==> config.mk <==
export PLATFORM = sky130hd
export DESIGN_NAME = pipe_stage_reg
export DESIGN_NICKNAME = d
export VERILOG_FILES = /design/src/rtl/pipe_pkg.sv /design/src/rtl/pipe_entry.sv /design/src/rtl/pipe_stage_reg.sv
export SDC_FILE = /design/constraint.sdc
export NUM_CORES = 1
export LEC_CHECK = 0
export ABC_AREA = 0
export CAP_MARGIN = 20
export CORE_MARGIN = 2
export CORE_UTILIZATION = 35
export CTS_CLUSTER_DIAMETER = 80
export DETAILED_ROUTE_END_ITERATION = 6
export GPL_TIMING_DRIVEN = 0
export PLACE_DENSITY = 0.59
export SLEW_MARGIN = 20
export SYNTH_ARGS = -nofsm -noshare
export SYNTH_HDL_FRONTEND = slang
export SYNTH_SLANG_ARGS = --single-unit
==> constraint.sdc <==
create_clock -name clk_i -period 22.4 [get_ports clk_i]
set_input_delay 4.48 -clock clk_i [delete_from_list [all_inputs] [get_ports clk_i]]
set_output_delay 4.48 -clock clk_i [all_outputs]
set_load 0.01 [all_outputs]
==> src/rtl/pipe_pkg.sv <==
// Shared types and stage widths for every inter-stage pipeline register.
// Occupancy encoding doubles as the stage FSM state.
package pipe_pkg;

    typedef enum logic [1:0] {
        EMPTY = 2'b00,
        ONE   = 2'b01,
        TWO   = 2'b10
    } occ_e;

    localparam int WB_CTRL_W = 2;
    localparam int WB_DATA_W = 69;

endpackage

==> src/rtl/pipe_entry.sv <==
// One pipeline slot: a plain load-enabled register holding {ctrl, data}.
module pipe_entry #(
    parameter int W = 71
) (
    input  logic         clk_i,
    input  logic         load,
    input  logic [W-1:0] d,
    output logic [W-1:0] q
);

    // NOTE: payload storage has no reset; validity lives only in the state register.
    always_ff @(posedge clk_i) begin
        if (load) begin
            q <= d;
        end
    end

endmodule

==> src/rtl/pipe_stage_reg.sv <==
// Valid/ready pipeline stage register with stall hold, flush and optional skid entry.
// Control bits are gated to zero whenever the stage presents a bubble.
module pipe_stage_reg
    import pipe_pkg::*;
#(
    parameter int DATA_W = WB_DATA_W,
    parameter int CTRL_W = WB_CTRL_W,
    parameter int SKID   = 1
) (
    input  logic              clk_i,
    input  logic              rst_i,
    input  logic              valid_i,
    output logic              ready_o,
    input  logic [DATA_W-1:0] data_i,
    input  logic [CTRL_W-1:0] ctrl_i,
    input  logic              stall_i,
    input  logic              flush_i,
    output logic              valid_o,
    input  logic              ready_i,
    output logic [DATA_W-1:0] data_o,
    output logic [CTRL_W-1:0] ctrl_o
);

    localparam int ENT_W = DATA_W + CTRL_W;

    occ_e             state_q, state_d;
    logic             out_fire, in_fire;
    logic             main_load, skid_load, main_from_skid;
    logic [ENT_W-1:0] main_d, main_q, skid_q;

    assign valid_o  = (state_q != EMPTY);
    assign out_fire = valid_o & ready_i & ~stall_i;
    assign in_fire  = valid_i & ready_o & ~flush_i;

    generate
        if (SKID != 0) begin : g_ready_reg
            assign ready_o = (state_q != TWO);
        end else begin : g_ready_comb
            assign ready_o = ~valid_o | (ready_i & ~stall_i);
        end
    endgenerate

    // NOTE: sequential state uses non-blocking assignment so all flops update together.
    always_ff @(posedge clk_i) begin
        if (!rst_i) begin
            state_q <= EMPTY;
        end else begin
            state_q <= state_d;
        end
    end

    // NOTE: every output of this block gets a default first, so no latch is inferred.
    always_comb begin
        state_d        = state_q;
        main_load      = 1'b0;
        skid_load      = 1'b0;
        main_from_skid = 1'b0;
        if (flush_i) begin
            state_d = EMPTY;
        end else begin
            case (state_q)
                EMPTY: begin
                    if (in_fire) begin
                        state_d   = ONE;
                        main_load = 1'b1;
                    end
                end
                ONE: begin
                    if (in_fire && out_fire) begin
                        main_load = 1'b1;
                    end else if (in_fire && (SKID != 0)) begin
                        state_d   = TWO;
                        skid_load = 1'b1;
                    end else if (out_fire) begin
                        state_d = EMPTY;
                    end
                end
                TWO: begin
                    if (out_fire) begin
                        state_d        = ONE;
                        main_load      = 1'b1;
                        main_from_skid = 1'b1;
                    end
                end
                default: state_d = EMPTY;
            endcase
        end
    end

    assign main_d = main_from_skid ? skid_q : {ctrl_i, data_i};

    pipe_entry #(.W(ENT_W)) u_main (
        .clk_i (clk_i),
        .load  (main_load),
        .d     (main_d),
        .q     (main_q)
    );

    generate
        if (SKID != 0) begin : g_skid
            pipe_entry #(.W(ENT_W)) u_skid (
                .clk_i (clk_i),
                .load  (skid_load),
                .d     ({ctrl_i, data_i}),
                .q     (skid_q)
            );
        end else begin : g_no_skid
            assign skid_q = '0;
        end
    endgenerate

    assign data_o = main_q[DATA_W-1:0];
    assign ctrl_o = valid_o ? main_q[ENT_W-1:DATA_W] : '0;

endmodule

== Yosys cells after proc, flatten, opt, wreduce, memory -nomap -nowiden ==
Cells that the tools add are included.
W data, S select, Z words.
Storage, ports and cells
  flip-flop bits (word level): 144
  input bits: 77
  output and inout port bits: 73
  logic and storage cells: 40
Cells by class
  equal/unequal tests: 7
  muxes and demuxes: 18
  bitwise operators: 7
  reductions and logical operators: 5
Operators with widths (count)
  $mux W71: 1
  $mux W2: 6
  $mux W1: 9
  $ne A2 B2 Y1 const B: 4
  $pmux W2 S3: 1
  $and A1 B1 Y1: 4
  $reduce_and A4 Y1: 1
  $ne A3 B3 Y1 const B: 1
  $not A1 Y1: 3
  $pmux W1 S3: 1
  $eq A2 B1 Y1 const B: 1
  $eq A2 B2 Y1 const B: 1
  $logic_not A2 Y1: 1
  $reduce_bool A2 Y1: 1
  $reduce_or A2 Y1: 1
  $logic_and A1 B1 Y1: 1

== Longest topological paths before layout ==
Gate-level depths: netlist (run 1).
  depth in word-level cells: 7
  mapped depth: 5
  mapped depth without buffers: 4

== Cells and area by module ==
From an unflattened synthesis (run 1), not the netlist that was laid out.
Unflattened totals
  cell total of the unflattened synthesis: 245
  area, all modules: 5323.9 µm²
By module, submodules not included
  pipe_entry: instances 2, cells an instance 71, area each 2132.0 µm², seq. area each 2132.0 µm²
  pipe_stage_reg: instances 1, cells an instance 103, area each 1059.8 µm², seq. area each 40.0 µm²

== Least setup slack after synthesis (run 1) ==
No wires, ideal clock.
  path kind: input to register
  start point: input valid_i
  end point: register g_skid.u_skid.q[0] (enable)
  setup time: 699 ps
  arrival time: 12033 ps
  slack: 9668 ps
  stages: 2
  path through: nor2b_1 nor4b_1
Between the ends
  longest elaborated chain between the ends: 6
Ends and longest elaborated chain
  start, declared: line pipe_stage_reg.sv:12  | input logic valid_i,
  $and A1 B1 Y1 * (2 in series): line pipe_stage_reg.sv:33  | assign in_fire = valid_i & ready_o & ~flush_i;
  $mux W1 / $logic_and A1 B1 Y1 (equally long branches): line pipe_stage_reg.sv:71, pipe_stage_reg.sv:69
  $mux W1 *: line pipe_stage_reg.sv:69  | if (in_fire && out_fire) begin
  $mux W1 *: line pipe_stage_reg.sv:61  | case (state_q)
  $mux W1 *: line pipe_stage_reg.sv:58  | if (flush_i) begin
  named net g_skid.u_skid.load: line pipe_entry.sv:6  | input logic load,
  end signal, assigned: line pipe_entry.sv:14  | q <= d;
  end, declared: line pipe_entry.sv:8  | output logic [W-1:0] q
The timed path passes the listed nets; every way through them passes the cells marked *.
A chain may end at the register's enable or synchronous reset.

== Final worst setup path (run 1) ==
  start point: input valid_i
  end point: register g_skid.u_skid.q[64] (enable)
Same word-level chain as after synthesis.

==> impl_metrics.ini, run 1 <==
[final_layout]
fillCellCount = 1375
stdcell_area_um2 = 8360
drive_above_1_share_pct = 36.9
seq_area_um2 = 4300
n_antenna_cell = 0
multi_input_area_um2 = 958
final_util_pct = 50.8
nNetsFinal = 575
area_growth_pct = 43.1

[synth]
synth_top_family_by_area = multiplexers
synthAdderAreaFrac_pct = 0
yosysSeqAreaShare_pct = 73.7
synth_compound_area_share_pct = 0.493
ys.flop_type = edfxtp_1
synthXorXnorAreaFrac_pct = 0
synth_seq_cells = 144
synth_cell_types = 22
synth_edf_count = 142
syn_area_um2 = 5840
synth-async-reset-ratio_pct = 0
yosys_warnings = 0
synth-simple-area-share_pct = 1.76
postSynthAreaPerCell_um2 = 18.6
synth_fp_nets = 391
synthCells = 314
synthMuxAreaShare_pct = 13.9

[worst_hold_path]
hold_class = register to register
hold_depth = 1

[setup_path]
crit_top_cell = buf_2
cp_slowest_stage_delay_ps = 650
reg2reg_depth = 8
worstSetupEndpointType = register
crit_path_max_fanout = 7
path_cells = clkdlybuf4s50_1, nor2b_1, nor4b_2, buf_2, buf_2, buf_2, buf_2, buf_4, buf_2
crit_slowest_cell = nor4b_2
arrival_ps = 7270
worstSetupPathType = primary input to register
crit_path_start_kind = primary input
required_ps = 22510

[sta]
setup-violations-final = 0
post-route-period-util_pct = 32.0
fin_crit_ps = 7160
fin_ws_ps = 15240
final_max_slew_viol_count = 0
skew_ps = 5.41
tightest_slew_ps = 736
timing_hold_violations_final = 0
relSlewSlack_pct = 50.8
setup_tns_ps = 0
rsz0062_at_grt = no
fmax_ghz = 0.140

[route]
drt-initial-drc-count = 127
vias_per_cell = 4.30
wl_per_cell_um = 15.3
vias = 3141
ant_nets = 0
dr.pass1.iters = 4
drc = 0
wl_mm = 11.2

[clocking]
clkSinkCount = 144
clockBufferDepth = 2
cts_resized = 0
hold_buffers = 0
post_cts_buffers = 0
ctsHtreeMaxLevel = 4
numCtsBuffers = 17
clock_latency_ps = 410
cts-root-buf = clkbuf_16
tritoncts = done
clk_pin_slew_ps = 60

[floorplan]
ioPinCount = 150
fp.dieW_um = 133
design.die.area_um2 = 17700
fp-row-count = 47
start_util_pct = 35.5
dieHeight_um = 133
core_area_um2 = 16500

[power_and_ir_drop]
switchingPower_mw = 0.125
power.leakage_nw = 2.99
pwr-share-clk_pct = 43.5
p_total_mw = 0.638
pwr-share-comb_pct = 8.3
seq_power_share_pct = 48.2
p_per_area_nw_per_um2 = 76.3
swShare_pct = 19.6
p_int_mw = 0.513
ir_drop_v = 0.0000482

[place]
gp_congestion = 0.653
placed_cell_area_um2 = 7780
dp_hpwl_mm = 7.89
io_buffers = 149
pre_cts_ws_ps = 14790

[grt]
grt_pass1_wl_mm = 18.0
antenna_found_initial = 0
grtUsageTotal_pct = 13.3
grt_pass1_vias = 3433
grt_max_degree = 22
overflow = 0

[run]
cap_violations = 0

[outcome]
outcome = complete, no violations
[final cells by class]
class	instances	area share, %
Clock inverter	13	1.75
Timing Repair Buffer	165	19.7
Tap cell	220	3.29
Inverter	3	0.135
Multi-Input combinational cell	91	11.5
Buffer	76	7.00
Sequential cell	144	51.5
Clock buffer	18	5.13
[placed cells by master, fill, tap and decap left out, types with 2 or more instances in the layout]
cell type / netlist / layout
o21ai_0: 2 / 2
inv_1: 3 / 3
buf_4: 72 / 76
clkinv_4: 0 / 2
and2_1: 2 / 2
clkdlybuf4s50_1: 0 / 149
bufinv_16: 0 / 3
mux2_2: 65 / 65
clkinv_1: 0 / 3
edfxtp_1: 142 / 142
mux2_1: 6 / 6
buf_6: 4 / 4
buf_2: 0 / 9
nor2b_1: 3 / 3
clkbuf_16: 0 / 17
buf_16: 0 / 3
clkinv_2: 0 / 4
dfxtp_1: 2 / 2
[worst max-delay path, delay by kind of cell]
family,cells,cell delay (ps)
and+or+nand+nor,2,890
buffers and inverters,7,1900
[cell families after synthesis]
group,Yosys count
AO/OA/AOI/OAI,5
multiplexers,72
flip-flops,144
AND/OR/NAND/NOR,14
buffers and inverters,79
[through the flow]
stage	cells	hold slack [ps]
final	730	533
after global routing	730	558
after CTS	730	539
after detailed placement	699	530
after global placement	683	491
after floorplan	314	468
[power by group through the flow]
stage                     sequential (mW)  clock (mW)  combinational [mW]
after floorplan                     0.314           0              0.0205
after global placement              0.316           0              0.0493
after detailed placement            0.313           0              0.0534
after CTS                           0.308       0.285              0.0537
after global routing                0.308       0.298              0.0566
final                               0.308       0.277              0.0528
[cell usage after synthesis (2+ instances only)]
| library cell | number | area share, % |
|---|---|---|
| buf_6 | 4 | 0.77 |
| o21ai_0 | 2 | 0.17 |
| dfxtp_1 | 2 | 0.69 |
| inv_1 | 3 | 0.19 |
| nor2b_1 | 3 | 0.32 |
| edfxtp_1 | 142 | 73 |
| and2_1 | 2 | 0.21 |
| mux2_1 | 6 | 1.2 |
| buf_4 | 72 | 9.3 |
| a21oi_1 | 2 | 0.17 |
| mux2_2 | 65 | 13 |
[state kept, by name, summed over array words and instances, names as in the netlist]
name             count
g_skid.u_skid.q     71
state_q              2
u_main.q            71
[routing by layer]
| layer | vias up | share of wire (%) | track usage (%) |
|---|---|---|---|
| met5 | - | 0 | 0 |
| met4 | 0 | 1.6 | 5.79 |
| met3 | 14 | 5.9 | 4.83 |
| met2 | 101 | 47 | 20.6 |
| met1 | 1535 | 45 | 16.8 |
| li1 | 1491 | - | - |
[final timing paths]
check,to,startpoint,slack [ps]
max,g_skid.u_skid.q[64],valid_i,15240
min,u_main.q[41],g_skid.u_skid.q[41],530
max reg2reg,g_skid.u_skid.q[64],state_q[1],19500
min reg2reg,u_main.q[41],g_skid.u_skid.q[41],530
Note: power is estimated with default switching activity, not from simulation.
==> run 2: changes to the inputs <==
==> constraint.sdc (replaced) <==
create_clock -name clk_i -period 7.3 [get_ports clk_i]
set_input_delay 1.46 -clock clk_i [delete_from_list [all_inputs] [get_ports clk_i]]
set_output_delay 1.46 -clock clk_i [all_outputs]
set_load 0.01 [all_outputs]
==> impl_metrics.ini, run 2 (synthesis results as in run 1) <==
[route]
drc = 0
ant_nets = 0
wl_per_cell_um = 15.3
wl_mm = 11.1
drt-initial-drc-count = 147
vias = 3155
vias_per_cell = 4.35
dr.pass1.iters = 4

[setup_path]
path_cells = clkdlybuf4s50_1, nor2b_1, nor4b_4, buf_6, buf_4, buf_6
worstSetupPathType = primary input to register
critPathLaunch = valid_i
r2r_start = state_q[0]
arrival_ps = 3540
crit_top_cell = buf_6
cp.depth = 6
critPathBufInv = 4
cp_slowest_stage_delay_ps = 630
crit_slowest_cell = nor4b_4
worstSetupEndpointType = register
crit_path_start_kind = primary input
required_ps = 7420
reg2reg_depth = 5
crit_path_max_fanout = 10
critPathTopFamily = buffers and inverters

[power_and_ir_drop]
p_per_area_nw_per_um2 = 230
power.leakage_nw = 2.95
ir_drop_v = 0.000140

[final_layout]
final_util_pct = 50.7
drive_above_1_share_pct = 36.2
n_antenna_cell = 0
nNetsFinal = 570
stdcell_area_um2 = 8360
reg_top3 = g_skid.u_skid.q: 71 flops, u_main.q: 71 flops, state_q: 2 flops
final_cell_mix = clkdlybuf4s50_1 (149), edfxtp_1 (142), buf_4 (74), mux2_2 (65), clkbuf_16 (17)
area_growth_pct = 43.0
final_common_cell = clkdlybuf4s50_1
fillCellCount = 1396

[worst_hold_path]
hold_depth = 1
hold_start = state_q[1]
hold_class = register to register

[floorplan]
dieHeight_um = 133
fp-row-count = 47
start_util_pct = 35.5
fp.dieW_um = 133
design.die.area_um2 = 17700
ioPinCount = 150
core_area_um2 = 16500

[sta]
setup_tns_ps = 0
fmax_ghz = 0.292
post-route-period-util_pct = 47.0
relSlewSlack_pct = 54.3
whs_ps = 538
final_max_slew_viol_count = 0
skew_ps = 7.95
setup-violations-final = 0
timing_hold_violations_final = 0
tightest_slew_ps = 682
rsz0062_at_grt = no
fin_crit_ps = 3430

[grt]
grt_max_degree = 22
grtUsageTotal_pct = 13.0
grt_pass1_wl_mm = 17.6
antenna_found_initial = 0
grt_pass1_vias = 3379
overflow = 0

[clocking]
tritoncts = done
numCtsBuffers = 17
hold_buffers = 0
cts-root-buf = clkbuf_16
cts_resized = 0
ctsHtreeMaxLevel = 4
clk_pin_slew_ps = 60
clkSinkCount = 144
post_cts_buffers = 0
clock_latency_ps = 410
clockBufferDepth = 2

[run]
cap_violations = 0

[place]
dp_hpwl_mm = 7.72
io_buffers = 149
placed_cell_area_um2 = 7800
gp_congestion = 0.690

[outcome]
outcome = complete, no violations
[run 2: final timing paths]
| check | to | slack [ps] |
|---|---|---|
| setup reg to reg | u_main.q[66] | 5110 |
| setup / recovery | g_skid.u_skid.q[5] | 3870 |
| hold reg to reg | state_q[0] | 540 |
| hold / removal | state_q[0] | 540 |
[run 2: worst register-to-register path: stages, from the launching register on]
cell and delay (ps):
dfxtp_1 350, and2b_1 260, inv_1 100, nor3_4 530
buf_4 340, mux2_2 360
[run 2: area by class of cell]
class	count	area [um2]	area share [%]
buffer	76	586	7.01
sequential	144	4300	51.5
timing repair buffer	160	1660	19.9
clock inverter	12	119	1.42
tap	220	275	3.29
clock buffer	19	433	5.18
inverter	3	11.3	0.135
multi-input combinational	91	967	11.6
[run 2: report_power, final]
part / switching (mW) / total, mW / internal (mW)
clock network: 0.319 / 0.816 / 0.497
logic: 0.0555 / 0.163 / 0.108
registers: 0.00617 / 0.944 / 0.938
[run 2: layer usage]
layer  GRT usage [%]  share of wire [%]  vias up  routed length [um]
met5               0                  0        -                   0
met4            4.73               0.77        0                  85
met3            4.79                6.4        8                 705
met2            20.4                 48      106                5360
met1            16.7                 44     1566                4910
li1                -                  -     1475                   -
[run 2: stage by stage]
step,worst slack [ps],power [mW],instances
CTS,3860,1.95,725
global placement,-1890,1.12,683
finish,3870,1.92,725
global route,3730,2.00,725
detailed placement,3430,1.13,694
floorplan,1200,1.03,314
==> run 3: changes to the inputs <==
==> constraint.sdc (replaced) <==
create_clock -name clk_i -period 3.5 [get_ports clk_i]
set_input_delay 0.7 -clock clk_i [delete_from_list [all_inputs] [get_ports clk_i]]
set_output_delay 0.7 -clock clk_i [all_outputs]
set_load 0.01 [all_outputs]
==> impl_metrics.ini, run 3 (synthesis results as in run 1) <==
[setup_path]
arrival_ps = 2650
required_ps = 3620
crit_path_start_kind = primary input
worstSetupPathType = primary input to register
worstSetupEndpointType = register
crit_path_max_fanout = 11
critPathLaunch = valid_i
r2r_start = state_q[1]

[route]
vias_per_cell = 4.38
drc = 0
wl_per_cell_um = 15.2
wl_mm = 11.0
ant_nets = 0
drt-initial-drc-count = 150
dr.pass1.iters = 5
vias = 3179

[grt]
antenna_found_initial = 0
grt_pass1_vias = 3397
grt_pass1_wl_mm = 17.7
grtUsageTotal_pct = 13.1
overflow = 0
grt_max_degree = 21

[floorplan]
ioPinCount = 150
design.die.area_um2 = 17700
dieHeight_um = 133
fp-row-count = 47
core_area_um2 = 16500
start_util_pct = 35.5
fp.dieW_um = 133

[sta]
rsz0062_at_grt = no
setup-violations-final = 0
tightest_slew_ps = 739
fmax_ghz = 0.395
setup_tns_ps = 0
whs_ps = 535
final_max_slew_viol_count = 0
skew_ps = 6.28
timing_hold_violations_final = 0
fin_ws_ps = 969
post-route-period-util_pct = 72.3
fin_crit_ps = 2530
relSlewSlack_pct = 50.5

[power_and_ir_drop]
p_total_mw = 4.10
pwr-share-clk_pct = 43.6
p_per_area_nw_per_um2 = 487
switchingPower_mw = 0.802
swShare_pct = 19.5
seq_power_share_pct = 48.0
power.leakage_nw = 2.98
p_int_mw = 3.30
pwr-share-comb_pct = 8.4
ir_drop_v = 0.000290

[clocking]
clock_latency_ps = 410
clk_pin_slew_ps = 60
cts_resized = 0
hold_buffers = 0
ctsHtreeMaxLevel = 4
clkSinkCount = 144
clockBufferDepth = 2
cts-root-buf = clkbuf_16
post_cts_buffers = 0
numCtsBuffers = 17
tritoncts = done

[run]
cap_violations = 0

[final_layout]
reg_top3 = g_skid.u_skid.q: 71 flops, u_main.q: 71 flops, state_q: 2 flops
drive_above_1_share_pct = 36.0
n_antenna_cell = 0
final_util_pct = 51.2
stdcell_area_um2 = 8420
final_common_cell = clkdlybuf4s50_1
final_cell_mix = clkdlybuf4s50_1 (149), edfxtp_1 (142), buf_4 (72), mux2_2 (65), clkbuf_16 (17)
area_growth_pct = 44.2
nNetsFinal = 570
fin_cells = 726

[place]
dp_cells = 694
pre_cts_ws_ps = 497
gp_congestion = 0.692
placed_cell_area_um2 = 7850
dp_hpwl_mm = 7.74
io_buffers = 149

[worst_hold_path]
hold_class = register to register
hold_start = g_skid.u_skid.q[12]

[outcome]
outcome = complete, no violations
## run 3: cell types whose count changed in the layout (fill, tap and decap cells not counted), sizes merged
cell | previous run | this run
clkbuf | 19 | 21
clkinv | 6 | 4
bufinv | 2 | 3
clkinvlp | 3 | 2
inv | 4 | 5
## run 3: path summary, 6_finish.rpt
kind	to	slack, ps	depth (start not counted)
worst max-delay path	g_skid.u_skid.q[11]	970	6
worst min-delay path	u_main.q[12]	530	1
worst max register to register	u_main.q[47]	1320	5
worst min register to register	u_main.q[12]	530	1
## run 3: final cells by class
type,count,area [um2]
fill,1386,8040
sequential,144,4300
timing repair buffer,160,1690
multi-input combinational,91,982
buffer,76,586
clock buffer,21,440
tap,220,275
clock inverter,11,138
inverter,3,11.3
## run 3: power by group through the flow
| stage | clock, mW | combinational, mW | sequential, mW |
|---|---|---|---|
| after floorplan | 0 | 0.134 | 2.01 |
| after global placement | 0 | 0.319 | 2.01 |
| after detailed placement | 0 | 0.350 | 2.01 |
| after CTS | 1.84 | 0.351 | 1.97 |
| after global routing | 1.91 | 0.370 | 1.97 |
| final | 1.79 | 0.345 | 1.97 |
## run 3: critical path: stages
cell and delay (ps):
clkdlybuf4s50_1 530, nor2b_4 190, nor4b_4 630, buf_6 250, buf_8 160, buf_6 180
## run 3: per-layer routing
metal	up-vias	share of wire, %	global-route usage [%]
met5	-	0	0
met4	0	2.0	6.21
met3	19	6.5	4.38
met2	113	50	21.5
met1	1564	42	15.6
li1	1483	-	-
